===== config.mk =====
export PLATFORM = sky130hd
export DESIGN_NAME = button_conditioner
export DESIGN_NICKNAME = d
export VERILOG_FILES = /design/src/rtl/button_conditioner.sv
export SDC_FILE = /design/constraint.sdc
export NUM_CORES = 1
export LEC_CHECK = 0
export ABC_AREA = 1
export CORE_ASPECT_RATIO = 1.5
export CORE_MARGIN = 3
export CORE_UTILIZATION = 60
export DETAILED_ROUTE_END_ITERATION = 7
export GPL_TIMING_DRIVEN = 0
export PLACE_DENSITY = 0.81
export SLEW_MARGIN = 20
export SYNTH_ARGS = -nofsm -noshare
export SYNTH_HDL_FRONTEND = slang
export SYNTH_SLANG_ARGS = --single-unit

===== constraint.sdc =====
create_clock -name i_clk -period 3.2 [get_ports i_clk]
set_clock_uncertainty 0.05 [all_clocks]
set_input_delay 0.64 -clock i_clk [delete_from_list [all_inputs] [get_ports i_clk]]
set_output_delay 0.64 -clock i_clk [all_outputs]
set_load 0.01 [all_outputs]

===== src/rtl/button_conditioner.sv =====
// Button conditioner: five raw buttons are synchronized, debounced on the
// millisecond tick, and turned into one-cycle press pulses plus stable levels.
// Optional macro BUTTON_CONDITIONER_AUTOREPEAT_EN adds hold-to-repeat on the
// up and down buttons; without it every button gives one pulse per press.
`timescale 1ns/1ps

module button_conditioner #(
  parameter int DEBOUNCE_MS     = 20,
  parameter int REPEAT_DELAY_MS = 500,
  parameter int REPEAT_RATE_MS  = 100
) (
  input  logic       i_clk,
  input  logic       i_rst,
  input  logic       i_ms_pulse,
  input  logic [4:0] i_btn,
  output logic       o_mode,
  output logic       o_up,
  output logic       o_down,
  output logic       o_left,
  output logic       o_right,
  output logic [4:0] o_held
);

  localparam int DB_W = (DEBOUNCE_MS > 1) ? $clog2(DEBOUNCE_MS) : 1;
  localparam logic [DB_W-1:0] DB_LAST = DB_W'(DEBOUNCE_MS - 1);

  logic [4:0]      sync_meta;
  logic [4:0]      sync_btn;
  logic [4:0]      stable;
  logic [4:0]      stable_prev;
  logic [4:0]      rise;
  logic [4:0]      pulse_next;
  logic [4:0]      pulse;
  logic [DB_W-1:0] db_cnt [5];

  // Two-flop synchronizer so the raw buttons never reach logic directly
  always_ff @(posedge i_clk or posedge i_rst) begin
    if (i_rst) begin
      sync_meta <= '0;
      sync_btn  <= '0;
    end else begin
      sync_meta <= i_btn;
      sync_btn  <= sync_meta;
    end
  end

  // A level is only accepted after it has disagreed with the stable value for DEBOUNCE_MS ticks in a row
  always_ff @(posedge i_clk or posedge i_rst) begin
    if (i_rst) begin
      stable <= '0;
      for (int i = 0; i < 5; i++) begin
        db_cnt[i] <= '0;
      end
    end else begin
      for (int i = 0; i < 5; i++) begin
        if (sync_btn[i] == stable[i]) begin
          db_cnt[i] <= '0;
        end else if (i_ms_pulse) begin
          if (db_cnt[i] == DB_LAST) begin
            stable[i] <= ~stable[i];
            db_cnt[i] <= '0;
          end else begin
            db_cnt[i] <= db_cnt[i] + DB_W'(1);
          end
        end
      end
    end
  end

  // Previous stable level, used to spot the 0->1 edge of an accepted press
  always_ff @(posedge i_clk or posedge i_rst) begin
    if (i_rst) begin
      stable_prev <= '0;
    end else begin
      stable_prev <= stable;
    end
  end

  assign rise   = stable & ~stable_prev;
  assign o_held = stable;

`ifdef BUTTON_CONDITIONER_AUTOREPEAT_EN
  localparam int RPT_MAX = (REPEAT_DELAY_MS > REPEAT_RATE_MS) ? REPEAT_DELAY_MS : REPEAT_RATE_MS;
  localparam int RPT_W   = (RPT_MAX > 1) ? $clog2(RPT_MAX) : 1;
  localparam logic [RPT_W-1:0] DELAY_LAST = RPT_W'(REPEAT_DELAY_MS - 1);
  localparam logic [RPT_W-1:0] RATE_LAST  = RPT_W'(REPEAT_RATE_MS - 1);

  typedef enum logic [1:0] {
    IDLE,
    DELAY,
    REPEAT
  } rpt_state_t;

  // Index 0 serves down (bit 2), index 1 serves up (bit 3)
  rpt_state_t       rpt_state      [2];
  rpt_state_t       rpt_state_next [2];
  logic [RPT_W-1:0] rpt_cnt        [2];
  logic [RPT_W-1:0] rpt_cnt_next   [2];
  logic [1:0]       fire;

  // Repeat FSM state and ms counters for up and down
  always_ff @(posedge i_clk or posedge i_rst) begin
    if (i_rst) begin
      for (int j = 0; j < 2; j++) begin
        rpt_state[j] <= IDLE;
        rpt_cnt[j]   <= '0;
      end
    end else begin
      for (int j = 0; j < 2; j++) begin
        rpt_state[j] <= rpt_state_next[j];
        rpt_cnt[j]   <= rpt_cnt_next[j];
      end
    end
  end

  // Press arms the delay, the delay expiry starts repeating, a release always drops back to idle silently
  always_comb begin
    rpt_state_next = rpt_state;
    rpt_cnt_next   = rpt_cnt;
    fire           = '0;
    for (int j = 0; j < 2; j++) begin
      case (rpt_state[j])
        IDLE: begin
          if (rise[2+j]) begin
            rpt_state_next[j] = DELAY;
            rpt_cnt_next[j]   = '0;
          end
        end
        DELAY: begin
          if (!stable[2+j]) begin
            rpt_state_next[j] = IDLE;
            rpt_cnt_next[j]   = '0;
          end else if (i_ms_pulse) begin
            if (rpt_cnt[j] == DELAY_LAST) begin
              fire[j]           = 1'b1;
              rpt_state_next[j] = REPEAT;
              rpt_cnt_next[j]   = '0;
            end else if (rpt_cnt[j] != '1) begin
              rpt_cnt_next[j] = rpt_cnt[j] + RPT_W'(1);
            end
          end
        end
        REPEAT: begin
          if (!stable[2+j]) begin
            rpt_state_next[j] = IDLE;
            rpt_cnt_next[j]   = '0;
          end else if (i_ms_pulse) begin
            if (rpt_cnt[j] == RATE_LAST) begin
              fire[j]         = 1'b1;
              rpt_cnt_next[j] = '0;
            end else if (rpt_cnt[j] != '1) begin
              rpt_cnt_next[j] = rpt_cnt[j] + RPT_W'(1);
            end
          end
        end
        default: begin
          rpt_state_next[j] = IDLE;
          rpt_cnt_next[j]   = '0;
        end
      endcase
    end
  end

  assign pulse_next = rise | {1'b0, fire[1], fire[0], 2'b00};
`else
  assign pulse_next = rise;
`endif

  // Registered press pulses, one cycle wide
  always_ff @(posedge i_clk or posedge i_rst) begin
    if (i_rst) begin
      pulse <= '0;
    end else begin
      pulse <= pulse_next;
    end
  end

  assign {o_mode, o_up, o_down, o_left, o_right} = pulse;

endmodule


==> metrics.yaml <==
grt-ovfl-total: 0
syn_area_sq_um: 2490
cts-hold-fix-buffers: 0
synth-simple-area-share_pct: 35.4
nNetsFinal: 317
netlist_instances: 280
crit_path_start_kind: "register"
comb_power_share_pct: 11.2
slew_headroom_pct: 64.6
start_util_pct: 62.8
worstSkewPairLatency_ps: 300
setup_tns_ps: 0
synth_top_family_by_area: "simple AND/OR/NAND/NOR gates"
core_area_sq_um: 3960
cts_sinks: 50
power.leakage_nw: 1.47
required_ps: 2510
place_congestion: 0.781
fillers: 312
synth_top_area_share_pct: 50.3
die_y_um: 84.9
antenna_found_initial: 0
cp_max_fo: 4
dieArea_sq_um: 4970
arrival_ps: 1320
synthesis.nets: 293
htree_levels: 2
synthFlopType: "dfrtp_1"
p_clk_share_pct: 34.1
endpoint_kind: "primary output"
slew_violations: 0
finalNonFillerCells: 350
dpl.hpwl_um: 2890
synth_top_cell_by_area: "dfrtp_1"
setup_viol: 0
numCtsBuffers: 5
rows: 28
peakVddDrop_uv: 367
yosys_register_bits: 50
grt_pass1_wl_um: 7390
clock_path_buffers: 2
first_global_vias: 1752
avgSynthCellArea_sq_um: 8.88
p_sw_share_pct: 24.3
status: "complete, no violations"
num_antenna_cells: 0
grt.total_usage_pct: 18.7
power_switching_w: 0.000305
vias: 1770
slowest_delay_ps: 580
cts_resized: 0
hold_viol_final: 0
fmax_ghz: 0.498
wl_per_cell_um: 11.4
synthMuxAreaShare_pct: 0
die_w_um: 58.6
crit_chain: "clkdlybuf4s50_1"
synthDistinctLibCells: 22
grt_max_degree: 27
async_reset_ff_share_pct: 100
yosys_warnings: 0
seq_area_frac_synth_pct: 50.3
vias_per_cell: 5.06
critical_path_class: "register to primary output"
cts-root-buf: "clkbuf_8"
crit_family: "buffers and inverters"
period_needed_ps: 2010
clk_pin_slew_ps: 90
hold_class: "register to register"
port_buffers: 16
pwr-share-seq_pct: 54.8
powerDensity_nw_per_um2: 442
cts_setup_buffers: 0
tightestPinTransition_ps: 531
drtPass1Iterations: 4
power.internal_w: 0.000948
drc: 0
post-route-period-util_pct: 62.7
cap_viol_max_count: 0
rsz0062_at_grt: "no"
synth-edff-count: 0
cp_slowest_cell: "clkdlybuf4s50_1"
area_growth_pct: 13.9
synth_common_cells: "nand2_1 (111), dfrtp_1 (50), inv_1 (21)"
totalWireLength_um: 4000
synthXorXnorAreaFrac_pct: 1.76
synth_fa_ha_area_share_pct: 2.52
cts_tree: "yes"
path_buf_inv: 1
drt_iter0_markers: 94
post-synth-top-count-cell: "nand2_1"
yosys-top-cells-area: "dfrtp_1 (50%), nand2_1 (17%), nor2_4 (4.5%)"
dp.cells: 342
postRouteAntennaNets: 0
drive_above_1_share_pct: 18.7
synth-compound-area-share_pct: 1.71
io_pins: 18
[routing by layer]
layer	part of all wire (%)	track usage (%)
met2	52	31.7
met1	44	23.3
met4	1.2	7.63
met5	0	0
met3	3.2	3.20
[power groups by stage]
stage	registers (W)	clock network, W	logic, W
CTS	0.000686	0.000440	0.000143
global placement	0.000697	0	0.000135
detailed placement	0.000699	0	0.000142
floorplan	0.000696	0	0.0000995
global route	0.000691	0.000472	0.000160
finish	0.000686	0.000427	0.000140
[cells by family after synthesis]
family                   count (synthesis)
AO/OA/AOI/OAI                            7
buffers and inverters                   42
XOR/XNOR                                 5
adder cells (fa/ha/maj)                  5
AND/OR/NAND/NOR                        171
flip-flops                              50
[cells in the final DEF, fill, tap and decap left out]
cell / instances
buf_12: 2
buf_4: 3
buf_6: 3
bufinv_16: 1
clkbuf_8: 5
clkdlybuf4s50_1: 16
clkinv_2: 2
dfrtp_1: 50
ha_1: 5
inv_1: 20
inv_2: 15
nand2_1: 111
nand2_2: 4
nand2_4: 2
nand3_1: 17
nand3_2: 3
nand4_1: 10
nor2_1: 5
nor2_2: 1
nor2_4: 10
nor2_8: 4
nor3_1: 4
o21ai_0: 4
o21ai_1: 1
o21ai_2: 2
xor2_1: 5
[layout make-up]
type,count,area (sq um),area share (%)
tap,45,56.3,1.99
clock buffer,5,68.8,2.43
timing repair buffer,17,180,6.36
inverter,35,131,4.64
buffer,7,76.3,2.69
clock inverter,3,40.0,1.41
multi-input combinational,188,1030,36.3
sequential,50,1250,44.2
[flip-flops by register name, indices dropped and copies added (netlist names)]
name	cells
db_cnt	25
o_held	5
pulse	5
stable_prev	5
sync_btn	5
sync_meta	5
[metrics by stage]
stage                     total power [W]  setup slack (ps)  hold slack (ps)  cell area, sq um  utilization (%)
after floorplan                  0.000796              1310              281              2490                -
after global placement           0.000831               364              285              2700             68.3
after detailed placement         0.000841              1540              286              2720             68.8
after CTS                         0.00127              1190              306              2830             71.6
after global routing              0.00132              1150              312              2830             71.6
final                             0.00125              1190              302              2830             71.6
[path summary, 6_finish.rpt]
| kind | from | depth (start not counted) | to | slack (ps) |
|---|---|---|---|---|
| worst min-delay path | sync_meta[1] | 0 | sync_btn[1] | 300 |
| min in group asynchronous | i_rst | 2 | db_cnt[22] | 650 |
| worst max-delay path | o_held[0] | 1 | o_held[0] | 1190 |
| max in group asynchronous | i_rst | 3 | o_held[4] | 1940 |
| worst max register to register | db_cnt[10] | 6 | db_cnt[10] | 1890 |
| worst min register to register | sync_meta[1] | 0 | sync_btn[1] | 300 |
Note: power is estimated with default switching activity, not from simulation.
